### config.mk
export PLATFORM = sky130hd
export DESIGN_NAME = signed_adder_scan_display
export DESIGN_NICKNAME = d
export VERILOG_FILES = /design/src/rtl/signed_adder_scan_display_pkg.sv /design/src/rtl/signed_adder_scan_display_nibble_seg_decode.sv /design/src/rtl/signed_adder_scan_display.sv
export SDC_FILE = /design/constraint.sdc
export NUM_CORES = 1
export LEC_CHECK = 0
export ABC_AREA = 0
export BUFFER_PORTS_ARGS = -buffer_cell sky130_fd_sc_hd__clkbuf_2
export CELL_PAD_IN_SITES_DETAIL_PLACEMENT = 1
export CELL_PAD_IN_SITES_GLOBAL_PLACEMENT = 1
export CORE_ASPECT_RATIO = 0.5
export CORE_MARGIN = 3
export CORE_UTILIZATION = 35
export DETAILED_ROUTE_END_ITERATION = 12
export PLACE_DENSITY = 0.81
export SLEW_MARGIN = 30
export SYNTH_ARGS = -nofsm -noshare
export SYNTH_HDL_FRONTEND = slang
export SYNTH_SLANG_ARGS = --single-unit
### constraint.sdc
create_clock -name clk -period 2.5 [get_ports clk]
set_clock_uncertainty 0.15 [all_clocks]
set_input_delay 0.75 -clock clk [delete_from_list [all_inputs] [get_ports clk]]
set_output_delay 0.75 -clock clk [all_outputs]
set_load 0.05 [all_outputs]
### src/rtl/signed_adder_scan_display_pkg.sv
// Shared constants for the signed adder / scanned 7-segment display path.
// Segment codes are active-low, bit order {g,f,e,d,c,b,a}.
package signed_adder_scan_display_pkg;

  localparam logic [15:0][6:0] SEG_TBL = {
    7'h0E, 7'h06, 7'h21, 7'h46, 7'h03, 7'h08, 7'h10, 7'h00,
    7'h78, 7'h02, 7'h12, 7'h19, 7'h30, 7'h24, 7'h79, 7'h40
  };

  localparam logic [6:0]  SEG_BLANK    = 7'h7F;
  localparam logic [31:0] ANODE_DIGIT0 = ~32'd1;

  function automatic int idx_w(input int digits);
    return (digits <= 1) ? 1 : $clog2(digits);
  endfunction

endpackage

### src/rtl/signed_adder_scan_display_nibble_seg_decode.sv
// Hex nibble to active-low 7-segment code, purely combinational.
module nibble_seg_decode
  import signed_adder_scan_display_pkg::*;
(
  input  logic [3:0] nib_i,
  output logic [6:0] seg_o
);

  assign seg_o = SEG_TBL[nib_i];

endmodule

### src/rtl/signed_adder_scan_display.sv
// Registered signed add/sub with overflow, shown sign-magnitude on a scanned
// active-low hex display. Define OVF_BLINK_EN to blink the display on overflow.
module signed_adder_scan_display
  import signed_adder_scan_display_pkg::*;
#(
  parameter int WIDTH        = 8,
  parameter int DIGITS       = 4,
  parameter int REFRESH_BITS = 16
) (
  input  logic              clk,
  input  logic              reset,
  input  logic [WIDTH-1:0]  A,
  input  logic [WIDTH-1:0]  B,
  input  logic              Sub,
  input  logic              Load,
  output logic [WIDTH-1:0]  Sum,
  output logic              OverFlow,
  output logic [6:0]        segs7,
  output logic [DIGITS-1:0] Anodes,
  output logic              period
);

  localparam int IW = idx_w(DIGITS);

  logic [WIDTH-1:0]        sum_q, sum_d;
  logic                    ovf_q, ovf_d;
  logic [REFRESH_BITS-1:0] pre_q;
  logic [IW-1:0]           idx_q, idx_d;
  logic [DIGITS-1:0]       an_q, an_d;
  logic [6:0]              seg_q, seg_d;
  logic                    dp_q, dp_d;

  // Subtract as A + ~B + 1; overflow judged on the post-inversion B sign.
  logic [WIDTH-1:0] b_eff, res;
  assign b_eff = Sub ? ~B : B;
  assign res   = A + b_eff + WIDTH'(Sub);

  always_comb begin
    sum_d = sum_q;
    ovf_d = ovf_q;
    if (Load) begin
      sum_d = res;
      ovf_d = (A[WIDTH-1] == b_eff[WIDTH-1]) && (res[WIDTH-1] != A[WIDTH-1]);
    end
  end

  logic             neg;
  logic [WIDTH-1:0] mag;
  assign neg = sum_q[WIDTH-1];
  assign mag = neg ? -sum_q : sum_q;

  logic [DIGITS*4-1:0] mag_ext;
  always_comb begin
    mag_ext = '0;
    mag_ext[WIDTH-1:0] = mag;
  end

  logic       wrap, last_dig, blank;
  logic [3:0] nib;
  logic [6:0] dec_seg;
  assign wrap     = &pre_q;
  assign last_dig = (idx_q == IW'(DIGITS - 1));
  assign nib      = mag_ext[int'(idx_q)*4 +: 4];
  assign blank    = (int'(idx_q) * 4 >= WIDTH);

  nibble_seg_decode u_dec (
    .nib_i (nib),
    .seg_o (dec_seg)
  );

  always_comb begin
    idx_d = idx_q;
    if (wrap) idx_d = last_dig ? '0 : idx_q + 1'b1;
  end

  logic blink_off;
`ifdef OVF_BLINK_EN
  logic [3:0] blink_q;
  always_ff @(posedge clk) begin
    if (reset)                 blink_q <= '0;
    else if (wrap && last_dig) blink_q <= blink_q + 1'b1;
  end
  assign blink_off = ovf_q & blink_q[3];
`else
  assign blink_off = 1'b0;
`endif

  // Display registers follow the index one cycle later; anode never blanks.
  always_comb begin
    an_d  = ~(DIGITS'(1) << idx_q);
    seg_d = (blank || blink_off) ? SEG_BLANK : dec_seg;
    dp_d  = (idx_q == '0 && !blink_off) ? ~neg : 1'b1;
  end

  always_ff @(posedge clk) begin
    if (reset) begin
      sum_q <= '0;
      ovf_q <= 1'b0;
      pre_q <= '0;
      idx_q <= '0;
      an_q  <= ANODE_DIGIT0[DIGITS-1:0];
      seg_q <= SEG_TBL[0];
      dp_q  <= 1'b1;
    end else begin
      sum_q <= sum_d;
      ovf_q <= ovf_d;
      pre_q <= pre_q + 1'b1;
      idx_q <= idx_d;
      an_q  <= an_d;
      seg_q <= seg_d;
      dp_q  <= dp_d;
    end
  end

  assign Sum      = sum_q;
  assign OverFlow = ovf_q;
  assign Anodes   = an_q;
  assign segs7    = seg_q;
  assign period   = dp_q;

endmodule

== Yosys cells after proc, flatten, opt, wreduce, memory -nomap -nowiden ==
Memories as Yosys holds them, arrays and structs flattened.
Cells that the tools add are included.
Storage, ports and cells
  bits in registers: 39
  latch bits: 0
  bits in writable memories: 0
  bits in read-only memories: 112
  input bits: 20
  output and inout bits: 21
  word-level logic and storage cells: 35
  memories kept: 1
Memory list
  (name not given): words 16, bits a word 7, rd ports 1, clocked after memory_dff 0, write ports 0, RTL line signed_adder_scan_display_nibble_seg_decode.sv:9  | assign seg_o = SEG_TBL[nib_i];
Cells by class
  add/sub/neg operators: 5
  $mul: 0
  div/mod/pow operators: 0
  magnitude comparators: 2
  eq/ne operators: 3
  shifts and indexed selects: 2
  multiplexer cells: 5
  bitwise operators: 4
  reduce and logical (&&, ||, !) cells: 5
Operators by type and width (number)
  16-bit by 1-bit adder with 16-bit output, second input constant: 1
  8-bit two-way mux: 2
  16-bit AND reduction: 1
  16-bit by 5-bit indexed part select with 4-bit output: 1
  8-bit by 1-bit adder with 8-bit output: 1
  8-bit adder: 1
  8-bit negator: 1
  8-bit inverter: 1
  7-bit two-way mux: 1
  6-bit two-way mux: 1
  4-bit by 5-bit less-than comparator with 1-bit output, second input constant: 1
  4-bit >= comparator, second input constant: 1
  4-bit inverter: 1
  2-bit OR reduction: 2
  1-bit by 2-bit left shift with 4-bit output, first input constant: 1
  2-bit by 1-bit adder with 2-bit output, second input constant: 1
  2-bit equality test, second input constant: 1
  2-bit zero test: 1
  2-bit two-way mux: 1
  1-bit inverter: 2
  1-bit equality test: 1
  1-bit logical AND: 1
  1-bit inequality test: 1

== Longest topological paths before layout ==
Gate-level depths: netlist (run 1).
  depth in word-level cells: 6
  mapped depth: 11

== Cells and area by module ==
From an unflattened synthesis (run 1), not the netlist that was laid out.
Second synthesis, totals
  cell total of the unflattened synthesis: 271
  area total of the unflattened synthesis: 2332.2 um^2
Modules (own cells, without submodules)
  signed_adder_scan_display: instances 1, cells an instance 239, area each 2057.0 um^2, seq. area each 780.7 um^2
  nibble_seg_decode: instances 1, cells an instance 32, area each 275.3 um^2, seq. area each 0.0 um^2

== Least setup slack after synthesis (run 1) ==
No wires, ideal clock.
  path type: register to register
  start: reg sum_q[1] (netlist: Sum[1])
  end: reg seg_q[3] (netlist: segs7[3])
  library setup time: 0.138 ns
  arrival: 2.501 ns
  setup slack: -0.288 ns
  cell stages (with the launch flop): 10
  period minus slack after synthesis: 2.788 ns
  cell sequence: dfxtp_1 -> inv_1 -> ha_1 -> or3b_1 -> a21bo_1 -> a311o_1 -> ha_1 -> nor2_1 -> a2111oi_0 -> a311oi_1
On the way
  cells in the longest elaborated chain, start to end: 6
RTL lines
  from (decl): RTL line signed_adder_scan_display.sv:25  | logic [WIDTH-1:0] sum_q, sum_d;
  from (signal assigned): RTL line signed_adder_scan_display.sv:105  | sum_q <= sum_d;
  8-bit negator: RTL line signed_adder_scan_display.sv:50  | assign mag = neg ? -sum_q : sum_q;
  8-bit two-way mux *: RTL line signed_adder_scan_display.sv:50
  16-bit by 5-bit indexed part select with 4-bit output *: RTL line signed_adder_scan_display.sv:63  | assign nib = mag_ext[int'(idx_q)*4 +: 4];
  memory 16 x 7 bit *
  7-bit two-way mux (not written as such) *: RTL line signed_adder_scan_display_nibble_seg_decode.sv:9
  6-bit two-way mux *: RTL line signed_adder_scan_display.sv:91  | seg_d = (blank || blink_off) ? SEG_BLANK : dec_seg;
  to (signal assigned): RTL line signed_adder_scan_display.sv:102  | seg_q <= SEG_TBL[0];
  to (signal assigned): RTL line signed_adder_scan_display.sv:110  | seg_q <= seg_d;
  to (decl): RTL line signed_adder_scan_display.sv:30  | logic [6:0] seg_q, seg_d;
Mark *: on every way between the ends. The rest lies on a longest branch, timed or not. The select of a mux whose other input is x is not followed.
A chain may end at the register's enable or synchronous reset.

== Final worst setup path (run 1) ==
  start: reg sum_q[1] (netlist: Sum[1])
  end: reg seg_q[1] (netlist: segs7[1])
The elaborated chain is that of the path after synthesis.

==> flow_summary.json, run 1 <==
{
  "synth-main-ff-cell": "dfxtp_1",
  "dp_slack_ps": -243,
  "ys_ff_latch": 39,
  "final_cell_mix": "39 x clkbuf_2, 38 x nor2_1, 36 x buf_4",
  "setup_viol": 5,
  "peakVddDrop_uv": 252,
  "cp-start-kind": "flop",
  "fillers": 735,
  "wire_per_inst_um": 14.9,
  "fin_crit_ps": 2600,
  "clk_latency_ps": 280,
  "sw_frac_of_total": 0.353,
  "violations": "setup timing",
  "seqPwrFrac": 0.340,
  "finalHoldViolCount": 0,
  "max_freq_mhz": 384,
  "via_per_inst": 5.05,
  "netlist_area_um2": 2310,
  "grt_max_degree": 27,
  "cts_htree_levels": 2,
  "boundaryPins": 41,
  "p_per_area_nw_per_um2": 666,
  "worst_ep_required_time_ps": 2550,
  "critPathArrivalTime_ps": 2650,
  "crit_fanout": 4,
  "core_um2": 6230,
  "setup_ws_ps": -101,
  "p_int_mw": 1.34,
  "gp_congestion": 0.856,
  "cts.root.buffer_cell": "clkbuf_16",
  "first_pass_iters": 4,
  "drc": 0,
  "maxSlewHeadroom": 0.575,
  "synth_edf_count": 0,
  "final-seq-area_um2": 791,
  "path_clk_slew_ps": 60,
  "rows": 20,
  "slew_viol_final": 0,
  "crit_type": "reg2reg",
  "p_sw_uw": 731,
  "layout_commonest_cell": "clkbuf_2",
  "multi_input_area_um2": 1530,
  "min_path_type": "reg2reg",
  "leakagePower_nw": 1.32,
  "die-height_um": 63.5,
  "min_period_over_period": 1.04,
  "port-buffer-count": 40,
  "dp_hpwl_um": 4490,
  "grt_pass1_wl_um": 10400,
  "vias": 2138,
  "fin_util": 0.499,
  "tritoncts": "built",
  "worstMarginPinSlew_ps": 634,
  "outcome": "finished with violations",
  "wl_um": 6290,
  "maxCapViolCount": 0,
  "grt_pass1_vias": 2264,
  "gr-total-overflow": 0,
  "numCtsBuffers": 5,
  "yosysUniqueCellTypes": 51,
  "hold_ws_ps": 310,
  "antenna_left": 0,
  "dieArea_um2": 7680,
  "synth_cells": 262,
  "drt-initial-drc-count": 101,
  "yosysWarnings": 0,
  "grt_usage": 0.165,
  "clockBufferDepth": 2,
  "die_w_um": 121,
  "nNetsFinal": 373,
  "initial_utilization": 0.371,
  "rsz0062_at_grt": "true",
  "syn_nets": 301,
  "cts_sinks": 39,
  "endpoint_kind": "flop",
  "cts.hold.buffers_added": 0,
  "diodes": 0,
  "ys_seq_area_frac": 0.338,
  "p_comb_frac": 0.360,
  "grt_antenna_before_repair": 0,
  "layout-drive-gt1-share": 0.340,
  "syn_to_final_growth_pct": 34.5,
  "synthArstFlopShare": 0,
  "syn_area_per_cell_um2": 8.83,
  "power_frac_clock": 0.300
}
## repair_timing
item / in CTS / in global routing
hold endpoints to repair: 0 / 0
setup endpoints to repair: 6 / 12
pin swaps: 10 / 6
resized for setup: 10 / 20
buffers inserted: 4 / 4
## worst paths after layout
path / endpoint / cells after the start / start / slack (ps)
worst max-delay path: segs7[1]$_SDFF_PP0_ / 9 / Sum[1]$_SDFFE_PP0P_ / -100
worst min-delay path: pre_q[0]$_SDFF_PP0_ / 1 / pre_q[0]$_SDFF_PP0_ / 310
worst max register to register: segs7[1]$_SDFF_PP0_ / 9 / Sum[1]$_SDFFE_PP0P_ / -100
worst min register to register: pre_q[0]$_SDFF_PP0_ / 1 / pre_q[0]$_SDFF_PP0_ / 310
## power groups by stage
| stage | combinational, mW | clock (mW) | sequential (mW) |
|---|---|---|---|
| floorplan | 0.325 | 0 | 0.861 |
| global placement | 0.640 | 0 | 0.714 |
| detailed placement | 0.660 | 0 | 0.718 |
| CTS | 0.690 | 0.633 | 0.704 |
| global route | 0.809 | 0.665 | 0.713 |
| finish | 0.747 | 0.621 | 0.704 |
## state kept, by name, summed over array words and instances, names as in the netlist
| register | flops |
|---|---|
| pre_q | 16 |
| Sum | 8 |
| segs7 | 7 |
| Anodes | 4 |
| idx_q | 2 |
| OverFlow | 1 |
| period | 1 |
## per-layer routing
metal	global-route usage	share of wire
met1	0.194	0.43
met2	0.300	0.52
met3	0.0377	0.031
met4	0.0466	0.011
met5	0	0
## synth_stat cells, types with 5 or more instances
master | instances | area [µm²]
o21ai_0 | 7 | 35.0
nand2b_1 | 5 | 31.3
dfxtp_1 | 39 | 781
mux2i_1 | 11 | 110
a21oi_1 | 7 | 35.0
nand2_1 | 12 | 45.0
nor2_1 | 39 | 146
inv_1 | 13 | 48.8
ha_1 | 18 | 225
nand3_1 | 9 | 45.0
or3_1 | 7 | 43.8
xnor2_1 | 9 | 78.8
xor2_1 | 18 | 158
## cell families (layout without fill, tap and decap cells)
family / Yosys count / after routing / share of synthesized area
flops: 39 / 39 / 0.338
fa+ha+maj: 19 / 19 / 0.106
buf+inv: 25 / 98 / 0.0514
simple gates: 100 / 100 / 0.221
compound gates: 40 / 40 / 0.129
mux: 12 / 12 / 0.0525
xor+xnor: 27 / 27 / 0.102
## stage by stage
| stage | power [mW] | cell area, µm² | setup TNS (ps) | cells |
|---|---|---|---|---|
| 2_1_floorplan | 1.19 | 2360 | -422 | 262 |
| 3_3_place_gp | 1.35 | 2800 | -920 | 407 |
| 3_5_place_dp | 1.38 | 2800 | -1480 | 407 |
| 4_1_cts | 2.03 | 3010 | -122 | 419 |
| 5_1_grt | 2.19 | 3110 | -1030 | 423 |
| 6_report | 2.07 | 3110 | -240 | 423 |
## area by class of cell
type	count	area share
Multi-Input combinational cell	198	0.492
Sequential cell	39	0.254
Timing Repair Buffer	77	0.157
Clock buffer	6	0.0414
Tap cell	88	0.0354
Inverter	13	0.0165
Clock inverter	2	0.00402
## critical path, cell delays in order, from the launching register on
cell     delay, ps
dfxtp_4        350
inv_4           60
ha_4           130
or3b_4         370
a21bo_1        170
a311o_1        390
ha_1           340
nor2_2          50
or3_1          330
a31oi_1        180
(Power assumes the default switching activity.)
==> inputs of run 2 (changes only) <==
--- a/config.mk
+++ b/config.mk
@@ -11,9 +11,11 @@
 export CELL_PAD_IN_SITES_GLOBAL_PLACEMENT = 1
 export CORE_ASPECT_RATIO = 0.5
 export CORE_MARGIN = 3
-export CORE_UTILIZATION = 35
+export CORE_UTILIZATION = 38
 export DETAILED_ROUTE_END_ITERATION = 12
-export PLACE_DENSITY = 0.81
+export PLACE_DENSITY = 0.86
+export REMOVE_ABC_BUFFERS = 1
+export SKIP_CTS_REPAIR_TIMING = 1
 export SLEW_MARGIN = 30
 export SYNTH_ARGS = -nofsm -noshare
 export SYNTH_HDL_FRONTEND = slang
==> run 2 against run 1 <==
The run still ends with setup timing left. Critical path type unchanged. Total power is 7.6% higher. Highest routed layer unchanged. Sequential share of layout area is 0.19 points lower. Global-route usage is 2.3 points higher.
==> flow_summary.json, run 2 (synthesis results as in run 1) <==
{
  "outcome": "finished with violations",
  "violations": "setup timing",
  "slew_viol_final": 0,
  "setup_viol": 5,
  "worst_ep_required_time_ps": 2550,
  "leakagePower_nw": 1.33,
  "dp_hpwl_um": 4500,
  "port-buffer-count": 40,
  "finalHoldViolCount": 0,
  "reg2reg_depth": 9,
  "rsz0062_at_grt": "true",
  "first_pass_iters": 4,
  "numCtsBuffers": 5,
  "grt_pass1_wl_um": 10500,
  "wire_per_inst_um": 18.3,
  "endpoint_kind": "flop",
  "gp_congestion": 0.843,
  "setup_tns_ps": -478,
  "syn_to_final_growth_pct": 34.0,
  "die_w_um": 116,
  "top_register": "pre_q",
  "min_period_over_period": 1.07,
  "dp_slack_ps": -369,
  "die-height_um": 61.2,
  "place_area_um2": 2750,
  "min_path_type": "reg2reg",
  "gr-total-overflow": 0,
  "p_per_area_nw_per_um2": 719,
  "wl_um": 7400,
  "core_um2": 5680,
  "tritoncts": "built",
  "final_cell_mix": "39 x clkbuf_2, 38 x dfxtp_1, 38 x nor2_1",
  "cts.root.buffer_cell": "clkbuf_16",
  "hold-path-cell-count": 2,
  "diodes": 0,
  "antenna_left": 0,
  "setup_ws_ps": -170,
  "cts_htree_levels": 2,
  "worstMarginPinSlew_ps": 643,
  "max_freq_mhz": 374,
  "grt_max_degree": 20,
  "initial_utilization": 0.407,
  "maxSlewHeadroom": 0.569,
  "drt-initial-drc-count": 62,
  "grt_usage": 0.187,
  "cts_sinks": 39,
  "peakVddDrop_uv": 347,
  "dieArea_um2": 7110,
  "final_area_um2": 3100,
  "largest_register_ffs": 16,
  "cp-start-kind": "flop",
  "layout_commonest_cell": "clkbuf_2",
  "rows": 19,
  "clockBufferDepth": 2,
  "via_per_inst": 5.42,
  "crit_type": "reg2reg",
  "path_clk_slew_ps": 60,
  "fin_util": 0.545,
  "grt_pass1_vias": 2228,
  "clk_latency_ps": 280,
  "grt_antenna_before_repair": 0,
  "vias": 2189,
  "nNetsFinal": 369,
  "crit_fanout": 5,
  "drc": 0,
  "layout-drive-gt1-share": 0.329,
  "critPathArrivalTime_ps": 2720,
  "maxCapViolCount": 0,
  "fin_crit_ps": 2670,
  "boundaryPins": 41
}
-- run 2: cell types whose count changed in the layout (fill, tap and decap cells not counted), sizes merged --
cell      delta
buf          -4
bufinv       +1
clkinv       -1
clkinvlp     -1
inv          +1
-- run 2: path summary, 6_finish.rpt --
path / startpoint / end / slack (ps)
min: pre_q[6]$_SDFF_PP0_ / pre_q[6]$_SDFF_PP0_ / 340
max reg2reg: Sum[1]$_SDFFE_PP0P_ / segs7[4]$_SDFF_PP0_ / -170
min reg2reg: pre_q[6]$_SDFF_PP0_ / pre_q[6]$_SDFF_PP0_ / 340
max: Sum[1]$_SDFFE_PP0P_ / segs7[4]$_SDFF_PP0_ / -170
-- run 2: layer usage --
layer,part of all wire,vias up,track usage,wire [µm]
li1,-,1041,-,-
met3,0.037,20,0.0442,276
met4,0.024,0,0.0347,174
met2,0.55,63,0.389,4090
met1,0.39,1065,0.198,2860
met5,0,-,0,0
-- run 2: through the flow --
stage          power (mW)  std cells  hold WS, ps
4_1_cts              2.14        400          341
3_5_place_dp         1.37        392          295
5_1_grt              2.33        404          373
6_report             2.23        404          341
2_1_floorplan        1.14        250          266
3_3_place_gp         1.34        392          278
-- run 2: cell type report --
class / instances / area, µm²
fill: 637 / 2580
multi-input combinational: 198 / 1540
sequential: 39 / 782
timing repair buffer: 73 / 462
clock buffer: 6 / 139
tap: 73 / 91.3
inverter: 13 / 51.3
clock inverter: 2 / 38.8
-- run 2: power breakdown --
group          switching (mW)  internal [mW]
clock                   0.263          0.502
sequential             0.0335          0.669
combinational           0.468          0.295
-- run 2: critical path, cell delays in order, from the launching register on --
cell and delay (ps):
dfxtp_2 340, inv_2 80, ha_4 140, or3b_4 380, a21bo_1 180, a311o_1 410, buf_4 180, ha_1 180
or3_1 370, a31oi_1 180
==> inputs of run 3 (changes only) <==
--- a/config.mk
+++ b/config.mk
@@ -13,7 +13,7 @@
 export CORE_MARGIN = 3
 export CORE_UTILIZATION = 38
 export DETAILED_ROUTE_END_ITERATION = 12
-export PLACE_DENSITY = 0.86
+export PLACE_DENSITY_LB_ADDON = 0.1
 export REMOVE_ABC_BUFFERS = 1
 export SKIP_CTS_REPAIR_TIMING = 1
 export SLEW_MARGIN = 30
==> run 3 against run 2 <==
The run now ends clean. Sequential cell count unchanged. Via count down 7.1%. Combinational power down 7.5%. Non-clock buffer count fell by 5. Global-route usage down 2.0 points. Clock power grew 7.3%. Final cell count is 1.2% lower. Worst setup slack gained 180 ps. Sequential share of layout area grew 0.47 points. First-iteration DRC count shrank 13%. Total power about the same. Worst hold slack got worse by 43 ps. Critical path type unchanged. Largest cell class unchanged.
==> flow_summary.json, run 3 (synthesis results as in run 1) <==
{
  "outcome": "completed",
  "crit_fanout": 3,
  "crit_type": "reg2reg",
  "grt_pass1_wl_um": 9410,
  "seqPwrFrac": 0.315,
  "die-height_um": 61.2,
  "p_per_area_nw_per_um2": 731,
  "min_path_type": "reg2reg",
  "power_frac_clock": 0.369,
  "tritoncts": "built",
  "vias": 2034,
  "grt_util_met3": 0.0363,
  "met2_usage": 0.302,
  "via_per_inst": 5.10,
  "cts.root.buffer_cell": "clkbuf_16",
  "initial_utilization": 0.407,
  "diodes": 0,
  "core_um2": 5680,
  "peakVddDrop_uv": 304,
  "die_w_um": 116,
  "nNetsFinal": 364,
  "maxCapViolCount": 0,
  "worstMarginPinSlew_ps": 676,
  "rows": 19,
  "rsz0062_at_grt": "true",
  "sw_frac_of_total": 0.319,
  "maxSlewHeadroom": 0.546,
  "crit_path_top_delay_cell": "or3b_4",
  "wl_um": 5780,
  "top_register": "pre_q",
  "clk_latency_ps": 280,
  "grt_max_degree": 17,
  "worst_ep_required_time_ps": 2560,
  "gr-total-overflow": 0,
  "port-buffer-count": 40,
  "dp.cells": 389,
  "grt_pass1_vias": 2049,
  "boundaryPins": 41,
  "leakagePower_nw": 1.31,
  "gp_congestion": 0.826,
  "drt-initial-drc-count": 54,
  "met1_usage": 0.204,
  "wire_per_inst_um": 14.5,
  "antenna_left": 0,
  "endpoint_kind": "flop",
  "dp_slack_ps": -375,
  "cts_htree_levels": 2,
  "cts_sinks": 39,
  "grt_antenna_before_repair": 0,
  "p_sw_uw": 710,
  "setup_ws_ps": 4.81,
  "largest_register_ffs": 16,
  "fin_crit_ps": 2500,
  "dieArea_um2": 7110,
  "dp_hpwl_um": 4240,
  "min_period_over_period": 0.998,
  "p_int_mw": 1.52,
  "layout_commonest_cell": "clkbuf_2",
  "drc": 0,
  "max_freq_mhz": 401,
  "path_clk_slew_ps": 60,
  "syn_to_final_growth_pct": 31.8,
  "setup_viol": 0,
  "cp-start-kind": "flop",
  "fillers": 673,
  "layout-drive-gt1-share": 0.322,
  "critPathArrivalTime_ps": 2560,
  "final_cell_mix": "39 x clkbuf_2, 38 x nor2_1, 37 x dfxtp_1",
  "layout.cells.non_filler": 399,
  "critPathMaxStageDelay_ps": 370,
  "setup_tns_ps": 0,
  "grt-busiest-layer": "met2",
  "slew_viol_final": 0,
  "first_pass_iters": 4,
  "finalHoldViolCount": 0,
  "numCtsBuffers": 5,
  "p_comb_frac": 0.316,
  "crit_chain": "inv_2 -> ha_4 -> or3b_4 -> a21bo_1 -> a311o_1 -> ha_1 -> nor2_2 -> or3_1 -> a31oi_1",
  "clockBufferDepth": 2,
  "grt_usage": 0.167
}
## run 3: area by class of cell
type                    count  area [µm²]  share of cell area
inverters                  13        48.8              0.0160
clock inverters             2        60.1              0.0197
multi-input cells         198        1510               0.496
clock buffers               6         129              0.0423
repair buffers             68         424               0.139
well taps                  73        91.3              0.0300
flip-flops and latches     39         783               0.257
## run 3: routing by layer
layer | share of wire | up-vias
li1 | - | 1031
met1 | 0.47 | 963
met2 | 0.49 | 31
met3 | 0.028 | 9
met4 | 0.017 | 0
met5 | 0 | -
## run 3: worst max-delay path: cells and delay by family (launching register included)
family | cells | cell delay (ps)
AND/OR/NAND/NOR | 3 | 760
flip-flops | 1 | 320
AO/OA/AOI/OAI | 3 | 670
adder cells (fa/ha/maj) | 2 | 450
buffers and inverters | 1 | 70
## run 3: stage by stage
step / utilization / power (mW) / cell area (µm²) / hold WS (ps)
3_5_place_dp: 0.480 / 1.35 / 2730 / 292
4_1_cts: 0.514 / 2.19 / 2920 / 305
2_1_floorplan: - / 1.14 / 2240 / 266
3_3_place_gp: 0.480 / 1.34 / 2730 / 280
6_report: 0.536 / 2.23 / 3050 / 298
5_1_grt: 0.536 / 2.34 / 3050 / 315
## run 3: path summary, 6_finish.rpt
kind | start | end | slack, ps | cells past startpoint
max reg2reg | Sum[1]$_SDFFE_PP0P_ | segs7[1]$_SDFF_PP0_ | 5 | 9
min | pre_q[0]$_SDFF_PP0_ | pre_q[0]$_SDFF_PP0_ | 300 | 1
max | Sum[1]$_SDFFE_PP0P_ | segs7[1]$_SDFF_PP0_ | 5 | 9
min reg2reg | pre_q[0]$_SDFF_PP0_ | pre_q[0]$_SDFF_PP0_ | 300 | 1
## run 3: power by group through the flow
stage | combinational, mW | sequential [mW] | clock [mW]
6_report | 0.705 | 0.702 | 0.821
4_1_cts | 0.649 | 0.700 | 0.841
3_5_place_dp | 0.640 | 0.713 | 0
5_1_grt | 0.765 | 0.708 | 0.871
3_3_place_gp | 0.629 | 0.710 | 0
2_1_floorplan | 0.280 | 0.862 | 0
